File: config.mk
export PLATFORM = sky130hd
export DESIGN_NAME = instr_encoder_flat
export DESIGN_NICKNAME = d
export VERILOG_FILES = /design/src/rtl/instr_encoder_if.sv /design/src/rtl/instr_encoder.sv /design/src/flat_wrapper.sv
export SDC_FILE = /design/constraint.sdc
export NUM_CORES = 1
export LEC_CHECK = 0
export ABC_AREA = 1
export CORE_MARGIN = 3
export CORE_UTILIZATION = 50
export CTS_CLUSTER_SIZE = 20
export DETAILED_ROUTE_END_ITERATION = 8
export PLACE_DENSITY = 0.78
export SYNTH_ARGS = -nofsm -noshare
export SYNTH_HDL_FRONTEND = slang
export SYNTH_SLANG_ARGS = --single-unit
File: constraint.sdc
create_clock -name clk_i -period 6.44 [get_ports clk_i]
set_input_delay 1.288 -clock clk_i [delete_from_list [all_inputs] [get_ports clk_i]]
set_output_delay 1.288 -clock clk_i [all_outputs]
set_load 0.01 [all_outputs]
File: src/rtl/instr_encoder_if.sv
// Request and instruction-stream signals shared by the encoder and its
// driver. The slave view belongs to the encoder; the master view is the
// side that issues requests and consumes encoded words.
interface instr_encoder_if;
  logic        req_valid_i;
  logic        req_ready_o;
  logic [3:0]  kind_i;
  logic [4:0]  rs_i;
  logic [4:0]  rt_i;
  logic [4:0]  rd_i;
  logic [15:0] imm_i;
  logic [25:0] target_i;
  logic [31:0] instr_o;
  logic        instr_valid_o;
  logic        instr_ready_i;
  logic [31:0] addr_o;
  logic [2:0]  level_o;
  logic        err_o;

  modport slave (
    input  req_valid_i, kind_i, rs_i, rt_i, rd_i, imm_i, target_i, instr_ready_i,
    output req_ready_o, instr_o, instr_valid_o, addr_o, level_o, err_o
  );

  modport master (
    output req_valid_i, kind_i, rs_i, rt_i, rd_i, imm_i, target_i, instr_ready_i,
    input  req_ready_o, instr_o, instr_valid_o, addr_o, level_o, err_o
  );
endinterface

File: src/rtl/instr_encoder.sv
// Instruction encoder: builds a 32-bit MIPS-style word from the request
// fields and queues it in a 4-entry FIFO. The output side presents the oldest
// word together with a running byte address that advances on each pop.
// Illegal kinds complete the handshake but are dropped and latch err_o.
module instr_encoder (
  input  logic            clk_i,
  input  logic            rst_i,
  instr_encoder_if.slave  bus
);

  localparam logic [3:0] K_ADD  = 4'd0;
  localparam logic [3:0] K_SUB  = 4'd1;
  localparam logic [3:0] K_AND  = 4'd2;
  localparam logic [3:0] K_OR   = 4'd3;
  localparam logic [3:0] K_MULT = 4'd4;
  localparam logic [3:0] K_ADDI = 4'd5;
  localparam logic [3:0] K_LW   = 4'd6;
  localparam logic [3:0] K_SW   = 4'd7;
  localparam logic [3:0] K_BEQ  = 4'd8;
  localparam logic [3:0] K_J    = 4'd9;

  localparam logic [5:0] OP_RTYPE = 6'b000000;
  localparam logic [5:0] OP_ADDI  = 6'b001000;
  localparam logic [5:0] OP_LW    = 6'b100011;
  localparam logic [5:0] OP_SW    = 6'b101011;
  localparam logic [5:0] OP_BEQ   = 6'b000100;
  localparam logic [5:0] OP_J     = 6'b000010;

  localparam logic [5:0] FN_ADD  = 6'b100000;
  localparam logic [5:0] FN_SUB  = 6'b100010;
  localparam logic [5:0] FN_AND  = 6'b100100;
  localparam logic [5:0] FN_OR   = 6'b100101;
  localparam logic [5:0] FN_MULT = 6'b011000;

  localparam logic [2:0] DEPTH = 3'd4;

  logic [31:0] enc_word;
  logic        enc_legal;

  logic [31:0] mem [4];
  logic [1:0]  wr_ptr;
  logic [1:0]  rd_ptr;
  logic [2:0]  level;
  logic [31:0] addr;
  logic        err;

  logic        req_ready;
  logic        accept;
  logic        push;
  logic        pop;
  logic        not_empty;

  // Combinational encode of the presented request fields.
  always_comb begin
    enc_word  = '0;
    enc_legal = 1'b1;
    unique case (bus.kind_i)
      K_ADD:   enc_word = {OP_RTYPE, bus.rs_i, bus.rt_i, bus.rd_i, 5'd0, FN_ADD};
      K_SUB:   enc_word = {OP_RTYPE, bus.rs_i, bus.rt_i, bus.rd_i, 5'd0, FN_SUB};
      K_AND:   enc_word = {OP_RTYPE, bus.rs_i, bus.rt_i, bus.rd_i, 5'd0, FN_AND};
      K_OR:    enc_word = {OP_RTYPE, bus.rs_i, bus.rt_i, bus.rd_i, 5'd0, FN_OR};
      // mult writes HI/LO, so the destination field is always zero.
      K_MULT:  enc_word = {OP_RTYPE, bus.rs_i, bus.rt_i, 5'd0, 5'd0, FN_MULT};
      K_ADDI:  enc_word = {OP_ADDI, bus.rs_i, bus.rt_i, bus.imm_i};
      K_LW:    enc_word = {OP_LW, bus.rs_i, bus.rt_i, bus.imm_i};
      K_SW:    enc_word = {OP_SW, bus.rs_i, bus.rt_i, bus.imm_i};
      K_BEQ:   enc_word = {OP_BEQ, bus.rs_i, bus.rt_i, bus.imm_i};
      K_J:     enc_word = {OP_J, bus.target_i};
      default: enc_legal = 1'b0;
    endcase
  end

  // Handshake qualifiers; readiness looks only at occupancy, never at the sink.
  always_comb begin
    not_empty = (level != 3'd0);
    req_ready = (level < DEPTH);
    accept    = bus.req_valid_i & req_ready;
    push      = accept & enc_legal;
    pop       = not_empty & bus.instr_ready_i;
  end

  // FIFO storage; contents are don't-care until written, so no reset here.
  always_ff @(posedge clk_i) begin
    if (push && !rst_i) begin
      mem[wr_ptr] <= enc_word;
    end
  end

  // Pointers, occupancy, output address and sticky error flag.
  always_ff @(posedge clk_i) begin
    if (rst_i) begin
      wr_ptr <= 2'd0;
      rd_ptr <= 2'd0;
      level  <= 3'd0;
      addr   <= 32'd0;
      err    <= 1'b0;
    end else begin
      if (push) begin
        wr_ptr <= wr_ptr + 2'd1;
      end
      if (pop) begin
        rd_ptr <= rd_ptr + 2'd1;
        addr   <= addr + 32'd4;
      end
      unique case ({push, pop})
        2'b10:   level <= level + 3'd1;
        2'b01:   level <= level - 3'd1;
        default: level <= level;
      endcase
      if (accept && !enc_legal) begin
        err <= 1'b1;
      end
    end
  end

  // Output drive; the word reads as zero whenever the queue is empty.
  always_comb begin
    bus.req_ready_o   = req_ready;
    bus.instr_valid_o = not_empty;
    bus.instr_o       = not_empty ? mem[rd_ptr] : 32'd0;
    bus.addr_o        = addr;
    bus.level_o       = level;
    bus.err_o         = err;
  end

endmodule

File: src/flat_wrapper.sv
// flat-port wrapper written by rule: the top's interface ports become plain ports
module instr_encoder_flat 
  (clk_i, rst_i, bus_req_valid_i, bus_kind_i, bus_rs_i, bus_rt_i, bus_rd_i, bus_imm_i, bus_target_i, bus_instr_ready_i, bus_req_ready_o, bus_instr_o, bus_instr_valid_o, bus_addr_o, bus_level_o, bus_err_o);
  instr_encoder_if bus_i ();
  input  logic clk_i;
  input  logic rst_i;
  input wire logic [$bits(bus_i.req_valid_i)-1:0] bus_req_valid_i;
  input wire logic [$bits(bus_i.kind_i)-1:0] bus_kind_i;
  input wire logic [$bits(bus_i.rs_i)-1:0] bus_rs_i;
  input wire logic [$bits(bus_i.rt_i)-1:0] bus_rt_i;
  input wire logic [$bits(bus_i.rd_i)-1:0] bus_rd_i;
  input wire logic [$bits(bus_i.imm_i)-1:0] bus_imm_i;
  input wire logic [$bits(bus_i.target_i)-1:0] bus_target_i;
  input wire logic [$bits(bus_i.instr_ready_i)-1:0] bus_instr_ready_i;
  output wire logic [$bits(bus_i.req_ready_o)-1:0] bus_req_ready_o;
  output wire logic [$bits(bus_i.instr_o)-1:0] bus_instr_o;
  output wire logic [$bits(bus_i.instr_valid_o)-1:0] bus_instr_valid_o;
  output wire logic [$bits(bus_i.addr_o)-1:0] bus_addr_o;
  output wire logic [$bits(bus_i.level_o)-1:0] bus_level_o;
  output wire logic [$bits(bus_i.err_o)-1:0] bus_err_o;
  assign bus_i.req_valid_i = bus_req_valid_i;
  assign bus_i.kind_i = bus_kind_i;
  assign bus_i.rs_i = bus_rs_i;
  assign bus_i.rt_i = bus_rt_i;
  assign bus_i.rd_i = bus_rd_i;
  assign bus_i.imm_i = bus_imm_i;
  assign bus_i.target_i = bus_target_i;
  assign bus_i.instr_ready_i = bus_instr_ready_i;
  assign bus_req_ready_o = bus_i.req_ready_o;
  assign bus_instr_o = bus_i.instr_o;
  assign bus_instr_valid_o = bus_i.instr_valid_o;
  assign bus_addr_o = bus_i.addr_o;
  assign bus_level_o = bus_i.level_o;
  assign bus_err_o = bus_i.err_o;
  instr_encoder u_core (.clk_i(clk_i), .rst_i(rst_i), .bus(bus_i));
endmodule
# Word level (Yosys, flattened, before mapping)
# Memory sizes are Yosys's and may differ from the RTL's. A register that Yosys moved wholly into a read port is not among the register bits.
# Cells that the tools add are included.
# word_totals
register_bits	40
out_inout_bits	70
ram_bits	128
in_bits	65
mem_count	1
# classes
n_mux	8
n_addsub	5
eq_ne	11
reduce_logical	8
n_lt_le_gt_ge	1
bitwise	3
# mem_list
memory	words	word_bits	rd	rd_clocked_by_memory_dff	wr	line_no	source
u_core.mem	4	32	1	1	1	instr_encoder.sv:40	logic [31:0] mem [4];
# ops
operator	count
case mux 32 bit (10 select lines)	1
adder 32 x 3 -> 32 bit, second input constant	1
two-way mux 32 bit	1
== test 4 x 3 -> 1 bit, second input constant	4
OR reduction 10 bit	1
== test 4 x 2 -> 1 bit, second input constant	2
== test 4 bit, second input constant	2
case mux 3 bit (2 select lines)	1
adder 2 x 1 -> 2 bit, second input constant	2
== test 4 x 1 -> 1 bit, second input constant	1
logical NOT 4 bit	1
two-way mux 2 bit	2
adder 3 x 1 -> 3 bit, second input constant	1
AND 1 bit	3
< comparator 3 bit, second input constant	1
two-way mux 1 bit	3
nonzero test 3 bit	1
subtractor 3 x 1 -> 3 bit, second input constant	1
== test 2 x 1 -> 1 bit, second input constant	1
== test 2 bit, second input constant	1
logical AND 1 bit	2
logical NOT 1 bit	2
nonzero test 2 bit	1

# Longest topological paths before layout
# Gate-level depths: netlist of run 1.
# logic_depth
depth_word	7
mapped_depth	11
depth_no_buf	11

# Worst setup path after synthesis of run 1
# No wires, ideal clock.
# synth_timing
path_kind	input port to flip-flop
from	input port bus_kind_i[1]
to	memory u_core.mem[0][0] (enable)
setup_ns	0.417
t_arrival_ns	3.178
setup_slack_ns	2.845
required_ns	6.023
path_buffers	0
path_stages	4
cell_sequence	nor2_1 o21ai_1 or2_2 nor2_1
# synth_between
elab_chain_cells	7
elab_cells_between_ends	16
cone_classes	eq/ne (9); mux (3); bitwise (1); reduce/logical (3)
# synth_lines
element	line_no	source
start, declared	flat_wrapper.sv:8	input wire logic [$bits(bus_i.kind_i)-1:0] bus_kind_i;
== test 4 x 1 -> 1 bit, or another cell as far along	instr_encoder.sv:57	unique case (bus.kind_i)
OR reduction 10 bit (no line) (*)	--	
two-way mux 1 bit (*)	instr_encoder.sv:57	
AND 1 bit (*)	instr_encoder.sv:78	push = accept & enc_legal;
logical AND 1 bit (*)	instr_encoder.sv:84	if (push && !rst_i) begin
two-way mux 1 bit (*)	instr_encoder.sv:84	
two-way mux 1 bit (not written as such) (*)	instr_encoder.sv:85	mem[wr_ptr] <= enc_word;
end, declared	instr_encoder.sv:40	
# Mark *: on every way between the ends. The rest lies on a longest branch, timed or not.

# Worst setup path after layout of run 1
# layout_timing
from	register u_core.level[0], in the netlist u_core.bus.level_o[0]
to	output port bus_instr_o[29]
# layout_between
elab_chain_cells	2
# layout_lines
element	line_no	source
start, declared	instr_encoder.sv:43	logic [2:0] level;
start signal, assigned	instr_encoder.sv:106	2'b10: level <= level + 3'd1;
start signal, assigned	instr_encoder.sv:107	2'b01: level <= level - 3'd1;
start signal, assigned	instr_encoder.sv:108	default: level <= level;
nonzero test 3 bit	instr_encoder.sv:75	not_empty = (level != 3'd0);
two-way mux 32 bit	instr_encoder.sv:120	bus.instr_o = not_empty ? mem[rd_ptr] : 32'd0;
end, declared	flat_wrapper.sv:16	output wire logic [$bits(bus_i.instr_o)-1:0] bus_instr_o;
# No other way between the ends.

==> run metrics, run 1 <==
setup violators final 0; commonest register cell after synthesis edfxtp_1; iteration-0 DRC count of the detailed router 450; number of global-route vias before repair around 5,300; Die H 127 um; CTS tree built; # DRC 0; clock root buffer clkbuf_16; Async SR Flop Fraction 0%; Max-Cap Viols 0; Tmin final 4.02 ns; final worst-path cycle share 62.5%; Yosys reg bits 160; cell count after placement 1,077; crit start category flop; wire length per cell 15.5 um; Area contributors post-synth edfxtp_1 (49%), dfxtp_1 (11%), nor2_1 (9.0%), o21ai_0 (6.0%), nand2_1 (4.9%); CP Capture Type output port; Chip Width 127 um; Final TNS setup 0 ns; Worst Path Required 5.15 ns; Crit-path slowest cell inv_1; H-tree levels 4; Hold-fix buffers, CTS 0; share of cells above drive strength 1 6.89%; WP buf/inv 2; type of the worst setup path flop to output port; final worst setup slack 2.42 ns; IO Pins 135; Least-Margin Pin Slew 1.21 ns; CORE AREA between 10,000 and 15,000 um2; post-synth cell types 41; Lkg Pwr 3.45 nW; die area 16,200 um2; largest stage delay on the critical path between 0.8 and 0.9 ns; Syn Inst Count 795; worst-skew pair later-pin latency 0.42 ns; Antenna Nets Post-Route 0; commonest non-fill, non-tap cell in the layout nor2_1; worst hold path class flop to flop; post-place setup slack about 2.5 ns; port bufs 131; hpwl dp between 10,000 and 15,000 um; total grt overflow 0; CTS resizes 0; PD cells 328 nW/um2; Mapped Area about 7400 um2; Finished Layout Cells 1,109; Placement Rows 43; Layout area overhead 26.9%; Multi-input gate area 2490 um2; final-layout fill cell count 1,127; largest net degree at the start of global routing 61; total CTS buffers 17; register area 4410 um2; syn avg cell area 9.27 um2; DR vias around 5,700; worst path arrival time 2.73 ns; critical-path cell list nor2_2, nand2_2, inv_1, a21oi_1, clkdlybuf4s50_1; clk buf depth 2; Antenna diodes 0; overall global routing resource usage around a fifth; Reg clk slew, reported paths 0.06 ns; Post-synth EDFFs 120; first-pass GRT wire length 26,900 um; Slew Viols, Final 0; Worst Skew 0.00492 ns; Top delay family on crit path buffers and inverters; DR pass1 iterations 5; Max rail drop VDD 0.187 mV; Synth area leader edfxtp_1; endpoints failing hold 0; share of the synthesized area in the top cell type 48.9%; total wire length 17,200 um; via-per-instance ratio between 5 and 6; CP Max Fanout 30; outcome finished, final reports clean; synth warn 0; antenna violations before repair 0; Nets 988; register area share after synthesis 59.8%; Post-CTS Setup Repair Bufs 0; commonest cells after routing, fill and taps aside nor2_1 (173), clkdlybuf4s50_1 (131), edfxtp_1 (120); starting density of the core 52.1%; clock sink count 160; GPL Wtd Cong between 0.8 and 0.9; RSZ-0062 raised after global routing no; relative slew slack just under 20%; Peak Freq 249 MHz
==> metrics by stage <==
step	power [mW]	util [%]	hold WS, ns	instance area (um2)
floorplan	1.70	-	0.436	7380
global placement	2.13	62.2	0.457	8800
detailed placement	2.15	62.2	0.467	8800
CTS	3.08	66.1	0.475	9350
global route	3.21	66.1	0.516	9350
finish	3.06	66.1	0.482	9350
==> layout make-up <==
type                       instances  area share (%)
tap                              180            2.41
sequential                       160            47.1
multi-input combinational        510            26.6
timing repair buffer             133            14.2
inverter                          94            3.79
clock inverter                    13            1.32
clock buffer                      19            4.63
==> path summary, 6_finish.rpt <==
check	from	endpoint	slack, ns	depth (start not counted)
worst max-delay path	u_core.bus.level_o[0]$_SDFFE_PP0P_	bus_instr_o[29]	2.42	5
worst min-delay path	u_core.rd_ptr[1]$_SDFFE_PP0P_	flop	0.48	2
worst max register to register	u_core.bus.level_o[2]$_SDFFE_PP0P_	u_core.mem[1][13]$_DFFE_PP_	4.10	4
worst min register to register	u_core.rd_ptr[1]$_SDFFE_PP0P_	flop	0.48	2
==> cells in the mapped netlist (2+ instances only) <==
library cell / n
nand2_1: 96
buf_4: 5
clkbuf_1: 16
o21ai_0: 89
a21oi_1: 53
nor2_4: 5
nor2_2: 6
o21bai_1: 4
nor3b_2: 2
buf_2: 9
nor3b_1: 2
inv_2: 3
nor3_1: 6
o21ai_1: 6
buf_1: 2
ha_1: 6
nand2_4: 3
dfxtp_1: 40
nand4_1: 6
nor2_1: 177
o211ai_1: 9
o21a_1: 2
edfxtp_1: 120
nand3_1: 21
inv_1: 90
nand2_2: 2
==> power breakdown <==
part	internal [mW]	switching, mW	leakage, nW
Clock	0.539	0.407	0.270
Combinational	0.394	0.536	1.75
Sequential	1.16	0.0259	1.43
Total	2.09	0.969	3.45
==> registers in the layout (all words and copies together) (netlist names), named ones only <==
register            flops
u_core.mem            120
u_core.bus.err_o        1
u_core.rd_ptr           2
u_core.bus.level_o      3
u_core.wr_ptr           2
u_core.bus.addr_o      30
==> metal layers <==
layer / share of wire, % / GRT usage [%] / up-vias
li1: - / - / 2879
met1: 43 / 27.9 / 2644
met2: 50 / 34.8 / 196
met3: 6.0 / 4.35 / 23
met4: 1.5 / 7.26 / 0
met5: 0 / 0 / -
==> kinds of logic after synthesis <==
kind of cell	after synthesis	share of synthesized area, %
AND/OR/NAND/NOR	332	19.6
AO/OA/AOI/OAI	167	12.1
flip-flops	160	59.8
buffers and inverters	127	7.00
adder cells (fa/ha/maj)	7	1.29
XOR/XNOR	1	0.119
other	1	0.0509
==> worst register-to-register path, delay by kind of cell (launching register included) <==
family / cells / cell delay (ns)
simple gates: 3 / 1.41
compound gates: 1 / 0.21
flops: 1 / 0.33
Note: power is estimated with default switching activity, not from simulation.
==> inputs of run 2 (changes only) <==
==> constraint.sdc (replaced) <==
create_clock -name clk_i -period 4.05 [get_ports clk_i]
set_input_delay 0.81 -clock clk_i [delete_from_list [all_inputs] [get_ports clk_i]]
set_output_delay 0.81 -clock clk_i [all_outputs]
set_load 0.01 [all_outputs]
==> run metrics, run 2 (synthesis results as in run 1) <==
outcome finished, final reports clean; starting density of the core 52.1% (unchanged); critical-path cell list buf_4, inv_1, nor2_1, o21ai_0, a21oi_1, clkdlybuf4s50_1; Chip Width 127 um (unchanged); Pint 3.40 mW (+62%); Crit-path slowest cell inv_1; Clock Power Share 31.2% (+0.3 points); wire length per cell 15.8 um (+2.0%); via-per-instance ratio 5.28 (+2.0%); commonest non-fill, non-tap cell in the layout nor2_1; CTS tree built; Layout area overhead 28.0%; H-tree levels 4 (unchanged); type of the worst setup path flop to output port; total wire length 17,600 um (+2.6%); Nets 995 (+0.71%); Finished Core Util 66.7% (+0.56 points); CP Capture Type output port; NetSw 1.54 mW (+59%); DR pass1 iterations 5 (unchanged); antenna violations before repair 0 (unchanged); Critical Path Sink bus_instr_o[28]; setup violators final 0 (unchanged); relative slew slack 24.1% (+4.6 points); Gate power share 30.5% (+0.2 points); Antenna diodes 0 (unchanged); hold_ws 0.482 ns (-0.000473 ns); Hold-fix buffers, CTS 0 (unchanged); Worst Hold Depth 2 (unchanged); crit start category flop; total CTS buffers 17 (unchanged); Reg clk slew, reported paths 0.06 ns (about the same); share of cells above drive strength 1 7.48% (+0.59 points); setup slack, reg-to-reg 2.01 ns (-2.09 ns); CP Max Fanout 31 (+3.3%); largest net degree at the start of global routing 61 (unchanged); total grt overflow 0 (unchanged); Final TNS setup 0 ns (unchanged); Worst Path Required 3.24 ns (-1.91 ns); overall global routing resource usage 21.9% (+0.81 points); Biggest register u_core.mem; Worst Skew 0.00668 ns (+0.00177 ns); worst hold path class flop to flop; Multi-input gate area 2490 um2 (unchanged); IO Pins 135 (unchanged); Max-Cap Viols 0 (unchanged); Placement Rows 43 (unchanged); RR Endpoint u_core.mem[3][23]$_DFFE_PP_; GPL Wtd Cong 0.850 (-1.4%); Finished Layout Cells 1,116 (+0.63%); largest stage delay on the critical path 0.61 ns (-0.28 ns); final worst-path cycle share 92.4%; number of global-route vias before repair 5,755 (+7.8%); Antenna Nets Post-Route 0 (unchanged); worst path arrival time 2.93 ns (+0.20 ns); port bufs 131 (unchanged); sw frac 31.2% (-0.46 points); Slew Viols, Final 0 (unchanged); CTS resizes 0 (unchanged); Post-CTS Setup Repair Bufs 0 (unchanged); clock root buffer clkbuf_16; Reg-to-Reg Start u_core.bus.level_o[2]$_SDFFE_PP0P_; RSZ-0062 raised after global routing no; final-layout fill cell count 1,111 (-1.4%); worst-skew pair later-pin latency 0.42 ns (about the same); commonest cells after routing, fill and taps aside nor2_1 (173), clkdlybuf4s50_1 (131), edfxtp_1 (120); hpwl dp 11,400 um (+0.74%); first-pass GRT wire length 27,900 um (+3.9%); DR vias 5,892 (+2.6%); Lkg Pwr 3.49 nW (+1.0%); PD cells 523 nW/um2 (+60%); # DRC 0 (unchanged); Die H 127 um (unchanged); iteration-0 DRC count of the detailed router 495 (+10%); CORE AREA 14,100 um2 (unchanged); die area 16,200 um2 (unchanged); Peak Freq about 270 MHz; clock sink count 160 (unchanged); clk buf depth 2 (unchanged); Least-Margin Pin Slew 1.14 ns (-0.0694 ns); R2R depth 5 (+1); register area 4410 um2 (unchanged); Max rail drop VDD 0.290 mV (+55%); endpoints failing hold 0 (unchanged); Tmin final 3.74 ns; Seq pwr share 38.4% (-0.4 points); cell count after placement 1,084 (+0.65%); max reg flops 120 (unchanged)
-- run 2: cell types whose count changed in the layout (fill, tap and decap cells not counted), sizes merged --
cell,previous run,this run
buf,2,9
clkinvlp,1,3
clkinv,4,7
inv,101,95
bufinv,1,2
-- run 2: how the worst min path moves through the flow --
stage                                             start                       endpoint  slack [ns]
final                     u_core.bus.err_o$_SDFFE_PP0P_  u_core.bus.err_o$_SDFFE_PP0P_        0.48
after global routing      u_core.rd_ptr[0]$_SDFFE_PP0P_  u_core.rd_ptr[0]$_SDFFE_PP0P_        0.52
after CTS                 u_core.bus.err_o$_SDFFE_PP0P_  u_core.bus.err_o$_SDFFE_PP0P_        0.49
after detailed placement  u_core.rd_ptr[0]$_SDFFE_PP0P_                           flop        0.47
after global placement    u_core.bus.err_o$_SDFFE_PP0P_  u_core.bus.err_o$_SDFFE_PP0P_        0.45
after floorplan           u_core.rd_ptr[1]$_SDFFE_PP0P_                           flop        0.44
-- run 2: cell type report --
class	instances	share of cell area, %
inverters	94	3.75
multi-input cells	510	26.4
clock buffers	19	4.59
flip-flops and latches	160	46.7
repair buffers	140	14.7
clock inverters	13	1.46
well taps	180	2.39
-- run 2: critical path: cells and delay by family, from the launching register on --
kind | cells | cell delay [ns]
flops | 1 | 0.31
simple gates | 1 | 0.25
buf+inv | 3 | 1.57
compound gates | 2 | 0.37
-- run 2: power by group through the flow --
stage / Combinational [mW] / Sequential (mW) / Clock, mW
global placement: 1.48 / 1.93 / 0
finish: 1.50 / 1.89 / 1.54
detailed placement: 1.50 / 1.93 / 0
floorplan: 0.777 / 1.92 / 0
global route: 1.63 / 1.90 / 1.63
CTS: 1.51 / 1.89 / 1.55
-- run 2: metal layers --
| layer | track usage [%] | share of wire, % | up-vias |
|---|---|---|---|
| li1 | - | - | 2889 |
| met1 | 27.5 | 41 | 2747 |
| met2 | 36.7 | 50 | 232 |
| met3 | 5.77 | 7.4 | 24 |
| met4 | 8.01 | 1.6 | 0 |
| met5 | 0 | 0 | - |
-- run 2: stage by stage --
stage	setup slack [ns]	cell area [um2]	total power, mW
CTS	0.321	9430	4.95
global route	0.197	9430	5.17
finish	0.309	9430	4.93
detailed placement	0.810	8860	3.43
global placement	0.859	8860	3.41
floorplan	0.933	7380	2.70
==> inputs of run 3 (changes only) <==
--- a/config.mk
+++ b/config.mk
@@ -14,3 +14,4 @@
 export SYNTH_ARGS = -nofsm -noshare
 export SYNTH_HDL_FRONTEND = slang
 export SYNTH_SLANG_ARGS = --single-unit
+export TNS_END_PERCENT = 100
==> results of run 3 <==
No change in the layout: final DEF, timing and power equal those of run 2.
